## src/rtl/bpu_pkg.sv

```systemverilog
// Shared types and helpers for the gshare branch predictor.
package bpu_pkg;

  // 2-bit saturating counter states; the MSB is the taken prediction.
  typedef enum logic [1:0] {
    SNT = 2'b00,
    WNT = 2'b01,
    WT  = 2'b10,
    ST  = 2'b11
  } sat2_e;

  // Widest history supported; GHR helpers work at this width and callers truncate.
  localparam int unsigned GHR_MAX_W = 12;

  // Move a 2-bit counter one step toward the resolved outcome, saturating at both ends.
  function automatic logic [1:0] sat2_next(input logic [1:0] st, input logic taken);
    logic [1:0] nxt;
    nxt = st;
    case (st)
      SNT:     nxt = taken ? WNT : SNT;
      WNT:     nxt = taken ? WT  : SNT;
      WT:      nxt = taken ? ST  : WNT;
      ST:      nxt = taken ? ST  : WT;
      default: nxt = st;
    endcase
    return nxt;
  endfunction

  // Shift a new outcome into the LSB of a history register.
  function automatic logic [GHR_MAX_W-1:0] ghr_shift(input logic [GHR_MAX_W-1:0] ghr,
                                                     input logic bit_in);
    return {ghr[GHR_MAX_W-2:0], bit_in};
  endfunction

endpackage

```

## src/rtl/bpu_sat_cnt.sv

```systemverilog
// Saturating event counter with stall freeze.
module bpu_sat_cnt #(
  parameter int unsigned CNT_W = 16
) (
  input  logic             clk,
  input  logic             rst,
  input  logic             stall_i,
  input  logic             inc_i,
  output logic [CNT_W-1:0] cnt_o
);

  logic [CNT_W-1:0] cnt_q, cnt_d;

  // Count up on inc, stick at all-ones, freeze while stalled.
  always_comb begin
    cnt_d = cnt_q;
    if (!stall_i && inc_i && (cnt_q != '1)) cnt_d = cnt_q + 1'b1;
  end

  // Counter register.
  always_ff @(posedge clk or posedge rst) begin
    if (rst) cnt_q <= '0;
    else     cnt_q <= cnt_d;
  end

  assign cnt_o = cnt_q;

endmodule

```

## src/rtl/gshare_bpu.sv

```systemverilog
// Global-history (gshare / pure GHR) branch predictor with speculative and
// architectural history and saturating performance counters.
module gshare_bpu
  import bpu_pkg::*;
#(
  parameter int unsigned HIST_W  = 2,
  parameter int unsigned PC_W    = 32,
  parameter int unsigned PC_LSB  = 2,
  parameter bit          GSHARE  = 1'b1,
  parameter int unsigned CNT_W   = 16,
  parameter logic [1:0]  INIT_ST = 2'b01
) (
  input  logic              clk,
  input  logic              rst,
  input  logic              stall,
  input  logic              if_br,
  input  logic [PC_W-1:0]   if_pc,
  output logic              br_pre,
  output logic [HIST_W-1:0] pred_idx,
  input  logic              ex_br,
  input  logic              ex_taken,
  input  logic              ex_mispred,
  input  logic [HIST_W-1:0] ex_idx,
  output logic [CNT_W-1:0]  br_cnt,
  output logic [CNT_W-1:0]  miss_cnt
);

  localparam int unsigned DEPTH = 1 << HIST_W;

  logic [1:0]           pht_q [DEPTH];
  logic [HIST_W-1:0]    spec_ghr_q, spec_ghr_d;
  logic [HIST_W-1:0]    arch_ghr_q, arch_ghr_d;
  logic [GHR_MAX_W-1:0] arch_sh, spec_sh;
  logic                 upd_en;
  logic                 unused_bits;

  assign upd_en = ex_br && !stall;

  // Prediction: index from history (optionally hashed with PC), MSB of counter.
  always_comb begin
    if (GSHARE) pred_idx = if_pc[PC_LSB +: HIST_W] ^ spec_ghr_q;
    else        pred_idx = spec_ghr_q;
    br_pre = if_br & pht_q[pred_idx][1];
  end

  // History next state: resolve shifts arch; mispredict restores spec from the
  // freshly shifted arch value and overrides any same-cycle speculative shift.
  always_comb begin
    arch_sh    = ghr_shift(GHR_MAX_W'(arch_ghr_q), ex_taken);
    spec_sh    = ghr_shift(GHR_MAX_W'(spec_ghr_q), br_pre);
    arch_ghr_d = arch_ghr_q;
    spec_ghr_d = spec_ghr_q;
    if (!stall) begin
      if (ex_br) arch_ghr_d = arch_sh[HIST_W-1:0];
      if (ex_br && ex_mispred) spec_ghr_d = arch_sh[HIST_W-1:0];
      else if (if_br)          spec_ghr_d = spec_sh[HIST_W-1:0];
    end
  end

  // History registers.
  always_ff @(posedge clk or posedge rst) begin
    if (rst) begin
      spec_ghr_q <= '0;
      arch_ghr_q <= '0;
    end else begin
      spec_ghr_q <= spec_ghr_d;
      arch_ghr_q <= arch_ghr_d;
    end
  end

  // PHT: train the resolved entry on every branch; reads see the old value this cycle.
  always_ff @(posedge clk or posedge rst) begin
    if (rst) begin
      for (int unsigned i = 0; i < DEPTH; i++) pht_q[i] <= INIT_ST;
    end else if (upd_en) begin
      pht_q[ex_idx] <= sat2_next(pht_q[ex_idx], ex_taken);
    end
  end

  bpu_sat_cnt #(.CNT_W(CNT_W)) u_br_cnt (
    .clk     (clk),
    .rst     (rst),
    .stall_i (stall),
    .inc_i   (ex_br),
    .cnt_o   (br_cnt)
  );

  bpu_sat_cnt #(.CNT_W(CNT_W)) u_miss_cnt (
    .clk     (clk),
    .rst     (rst),
    .stall_i (stall),
    .inc_i   (ex_br & ex_mispred),
    .cnt_o   (miss_cnt)
  );

  assign unused_bits = ^{if_pc, arch_sh, spec_sh};

endmodule

```

## config.mk

```make
export PLATFORM = sky130hd
export DESIGN_NAME = gshare_bpu
export DESIGN_NICKNAME = d
export VERILOG_FILES = /design/src/rtl/bpu_pkg.sv /design/src/rtl/bpu_sat_cnt.sv /design/src/rtl/gshare_bpu.sv
export SDC_FILE = /design/constraint.sdc
export NUM_CORES = 1
export LEC_CHECK = 0
export CORE_MARGIN = 1.5
export CORE_UTILIZATION = 45
export CTS_CLUSTER_DIAMETER = 200
export DETAILED_ROUTE_END_ITERATION = 8
export GPL_ROUTABILITY_DRIVEN = 0
export PLACE_DENSITY = 0.79
export SLEW_MARGIN = 20
export SYNTH_ARGS = -nofsm -noshare
export SYNTH_HDL_FRONTEND = slang
export SYNTH_HIERARCHICAL = 1
export SYNTH_SLANG_ARGS = --single-unit
```

## constraint.sdc

```tcl
create_clock -name clk -period 2.4 [get_ports clk]
set_input_delay 0.72 -clock clk [delete_from_list [all_inputs] [get_ports clk]]
set_output_delay 0.72 -clock clk [all_outputs]
set_load 0.01 [all_outputs]
```

## Word-level counts from Yosys, hierarchy flattened

Cells that the tools add are included.

- Register bits: 43
- Output and inout port bits: 35

- $add $sub $neg: 2
- Order comparisons: 3
- Eq/ne operators: 5
- Mux-type cells: 17
- Bitwise gates (word level): 6
- Reduce and logical (&&, ||, !) cells: 11

Operator list:

| operator | number |
|---|---|
| $add 16x1->16 const B | 2 |
| $ne 16x16->1 const B | 2 |
| $mux 2 | 10 |
| $bmux 2 s2 | 2 |
| $bwmux 8 | 1 |
| $pmux 2 s4 | 1 |
| $ge 3x3->1 const B | 2 |
| $logic_and 1x1->1 | 6 |
| $not 2->3 | 2 |
| $demux 2 s2 | 1 |
| $eq 2x2->1 const B | 2 |
| $reduce_and 2->1 | 2 |
| $lt 3x1->1 const B | 1 |
| $and 1x1->1 | 2 |
| $eq 2x1->1 const B | 1 |
| $logic_not 2->1 | 1 |
| $mux 1 | 2 |
| $reduce_bool 2->1 | 1 |
| $xor 2x2->2 | 1 |
| $logic_not 1->1 | 1 |
| $not 1->1 | 1 |

## Logic depth before layout (Yosys ltp)

- Depth in word-level cells: 8
- Depth in mapped cells: 7
- Mapped depth without buffers: 6

## By module

The synthesis kept the hierarchy.

Modules (own cells, without submodules):

| module | instances | cells an instance | area each (um2) |
|---|---|---|---|
| bpu_sat_cnt | 2 | 74 | 822.0 |
| gshare_bpu | 1 | 52 | 591.8 |

## Worst setup path after synthesis

No wires, ideal clock.

- Kind: input to output
- From: in if_pc[2]
- To: out br_pre
- Arrival time: 1,764 ps
- Path slack: -84 ps
- Stages: 3
- Path buffers: 0
- Path through: xor2_1 mux4_2 and2_1

- Cells in the longest elaborated chain, start to end: 6

Ends and longest elaborated chain:

| item | line | RTL |
|---|---|---|
| start: declaration | gshare_bpu.sv:17 | `input logic [PC_W-1:0] if_pc,` |
| $xor 2x2->2 | gshare_bpu.sv:41 | `if (GSHARE) pred_idx = if_pc[PC_LSB +: HIST_W] ^ spec_ghr_q;` |
| $not 2->3 (implied by the code) | gshare_bpu.sv:43 | `br_pre = if_br & pht_q[pred_idx][1];` |
| $bmux 2 s2 | gshare_bpu.sv:43 |  |
| $mux 2 (implied by the code) (2 in series) | gshare_bpu.sv:43 |  |
| $and 1x1->1 | gshare_bpu.sv:43 |  |
| end: declaration | gshare_bpu.sv:18 | `output logic br_pre,` |

Every way passes these cells. The select of a mux whose other input is x is not followed.

## Worst setup path in the final report

Same ends and word-level chain as after synthesis.

==> flow_metrics.tcl <==
set metrics [dict create \
    setup_violations 1 \
    nets 308 \
    worstHoldStart "u_miss_cnt/cnt_o[15]" \
    row_count 25 \
    pin_count 76 \
    cts_root_buffer "clkbuf_8" \
    holdBufCountCts 0 \
    r2r-end "u_miss_cnt/cnt_o[1]" \
    hold_class "flip-flop to flip-flop" \
    place_worst_setup_slack_ns -0.9175 \
    fin_total_pwr_mw 2.311 \
    remaining_drc_errors 0 \
    viasPerCell 5.135 \
    routed_wl_um 4526 \
    clk-insertion-delay-late_ns 0.29 \
    ys_seq_area_frac 0.4835 \
    startpoint_type "primary input" \
    grt_pass1_wl_um 7334 \
    min_period_ns 2.532 \
    crit_family "multiplexers" \
    internal-power_mw 1.582 \
    leakagePower_nw 1.339 \
    grt_pass1_vias 1601 \
    fillCellCount 399 \
    numCtsBuffers 5 \
    start_util 0.4703 \
    cp-end-kind "output port" \
    rsz0062_at_grt "true" \
    setup_ws_ns -0.1317 \
    synth_top_area_cell "dfrtp_1" \
    drtAntennaViolNets 0 \
    synth_area_leaders "dfrtp_1 44%, xor2_1 11%, dfstp_2 4.7%" \
    finalClockSkew_ns 0.003931 \
    place_hpwl_um 3308 \
    grt_overflow 0 \
    drt-wirelength-per-cell_um 13.59 \
    cts_tree "built" \
    port_buffers 45 \
    violations "setup timing" \
    die_w_um 73.49 \
    final_common_cell "clkdlybuf4s50_1" \
    synth_warnings 6 \
    first_iter_violations 72 \
    synth_cell_types 38 \
    synth_nets 243 \
    clk_pin_slew_ns 0.08 \
    utilization 0.6274 \
    maxCapViolCount 0 \
    drive_above_1_share 0.2105 \
    syn_inst 200 \
    areaGrowthSynthToFinish_pct 33.41 \
    layout_common_cells "40 x clkdlybuf4s50_1, 39 x dfrtp_1, 26 x xor2_1, 18 x nand2_1, 15 x buf_4" \
    r2r_slack_ns 0.59 \
    vias 1710 \
    stdcell_count 333 \
    syn_area_um2 2236 \
    tightest_slew_ns 0.5924 \
    dp.cells 322 \
    cp_slowest_stage_delay_ns 0.53 \
    antenna_found_initial 0 \
    critical_path_arrival_ns 1.81 \
    clock-sinks 43 \
    hold_path_end "u_miss_cnt/cnt_o[15]" \
    synth_top_area_share 0.4365 \
    crit_type "primary input to output port" \
    cp_max_fo 2 \
    maxSlewViolCount 0 \
    hold_slack_ns 0.5002 \
    die_h_um 73.49 \
    slew_headroom 0.6021 \
    hold_viol_final 0 \
    fp.dieArea_um2 5401 \
    p_switching_mw 0.7284 \
    htree_levels 2 \
    clockPowerShare 0.191 \
    required_ns 1.68 \
    crit_chain "buf_8 > xor2_4 > mux4_2 > and2_1 > buf_2" \
    finalCritPeriodShare 1.055 \
    fmax_ghz 0.3950 \
    grt_start_max_net_pins 17 \
    vdd_ir_drop_max_uv 435.1 \
    worstReg2RegStart "u_miss_cnt/cnt_o[6]" \
    grtUsageTotal 0.1783 \
    status "finished, violations left" \
    ys_ff_latch 43 \
    clock_path_buffers 2 \
    core_um2 4755 \
    netSwitchingFraction 0.3152 \
    power_frac_seq 0.480 \
    firstDrtPassIters 4 \
    comb_power_share 0.329 \
    p_per_area_nw_per_um2 774.6 \
    path_buf_inv 2 \
    worstHoldPathCells 1 \
    synth_area_per_cell_um2 11.18 \
    critPathSlowestCell "mux4_2" \
    r2r_cells 4 \
    antenna_cells 0 \
]
routing by layer:
metal | GRT usage | part of all wire | vias up
met5 | 0 | 0 | -
met4 | 0.06790 | 0.015 | 0
met3 | 0.04664 | 0.048 | 6
met2 | 0.2763 | 0.48 | 41
met1 | 0.2398 | 0.46 | 817
li1 | - | - | 846
sequential cells by signal (all words and copies together), names as in the netlist:
name,flops
spec_ghr_q,2
arch_ghr_q,1
pht_q,8
u_br_cnt/cnt_o,16
u_miss_cnt/cnt_o,16
stage by stage:
step | TNS (ns) | cell area, µm²
3_3_place_gp | -2.292 | 2860
3_5_place_dp | -2.762 | 2860
2_1_floorplan | 0 | 2243
4_1_cts | -0.1215 | 2957
5_1_grt | -0.1852 | 2983
6_report | -0.1317 | 2983
cells in the mapped netlist (all sizes together):
master,count
nand2,18
or4,2
nand3,11
o21ai,8
xor2,28
nand4b,2
nand3b,3
or3b,1
nor2b,1
dfstp,4
nor3,14
xnor2,4
nand4,8
clkbuf,2
nand2b,4
or3,2
maj3,1
and2,3
dfrtp,39
o311ai,1
inv,6
nor2,9
mux4,3
mux2,7
nor4b,2
and3,3
ha,2
nor4,8
nor3b,2
a21oi,1
a21o,1
kinds of logic (layout without fill, tap and decap cells):
logic type | Yosys count | after routing | synth area share
DFF | 43 | 43 | 0.4835
xor gates and xnor gates | 32 | 32 | 0.1254
AOI/OAI and AO/OA | 11 | 11 | 0.02798
and+or+nand+nor | 93 | 93 | 0.2647
adders and majority gates | 3 | 3 | 0.01623
muxes | 10 | 10 | 0.06883
buffers and inverters | 8 | 74 | 0.01343
worst reg2reg max path, cell delays in order, from the launching register on:
cell,delay (ns)
dfrtp_1,0.51
nand4_4,0.17
nor4_4,0.61
nor2_2,0.11
mux2_4,0.32
area by class of cell:
class	count	area, µm²	area share
tap	67	83.83	0.02810
timing repair buffer	60	564.3	0.1892
inverter	6	22.52	0.007550
clock buffer	8	80.08	0.02685
sequential	43	1081	0.3624
multi-input combinational	149	1151	0.3859
worst max-delay path by stage:
stage	to	cells after the start	slack, ns	startpoint
after CTS	br_pre	5	-0.12	if_pc[2]
final	br_pre	5	-0.13	if_pc[2]
after global routing	br_pre	5	-0.19	if_pc[2]
after floorplan	br_pre	3	0.02	if_pc[2]
after global placement	br_pre	5	-0.87	if_pc[2]
after detailed placement	br_pre	5	-0.92	if_pc[2]
power by group through the flow:
| stage | clock, mW | sequential, mW | combinational [mW] |
|---|---|---|---|
| CTS | 0.458 | 1.10 | 0.760 |
| global route | 0.486 | 1.14 | 0.824 |
| finish | 0.442 | 1.11 | 0.760 |
| floorplan | 0 | 1.13 | 0.351 |
| detailed placement | 0 | 1.12 | 0.738 |
| global placement | 0 | 1.11 | 0.720 |
timing repair:
item,in CTS,in global routing
endpoints found under the setup margin,3,3
pin swaps,3,0
buffers inserted,3,0
resized for setup,11,5
No activity file was read; power rests on OpenSTA's default activity.
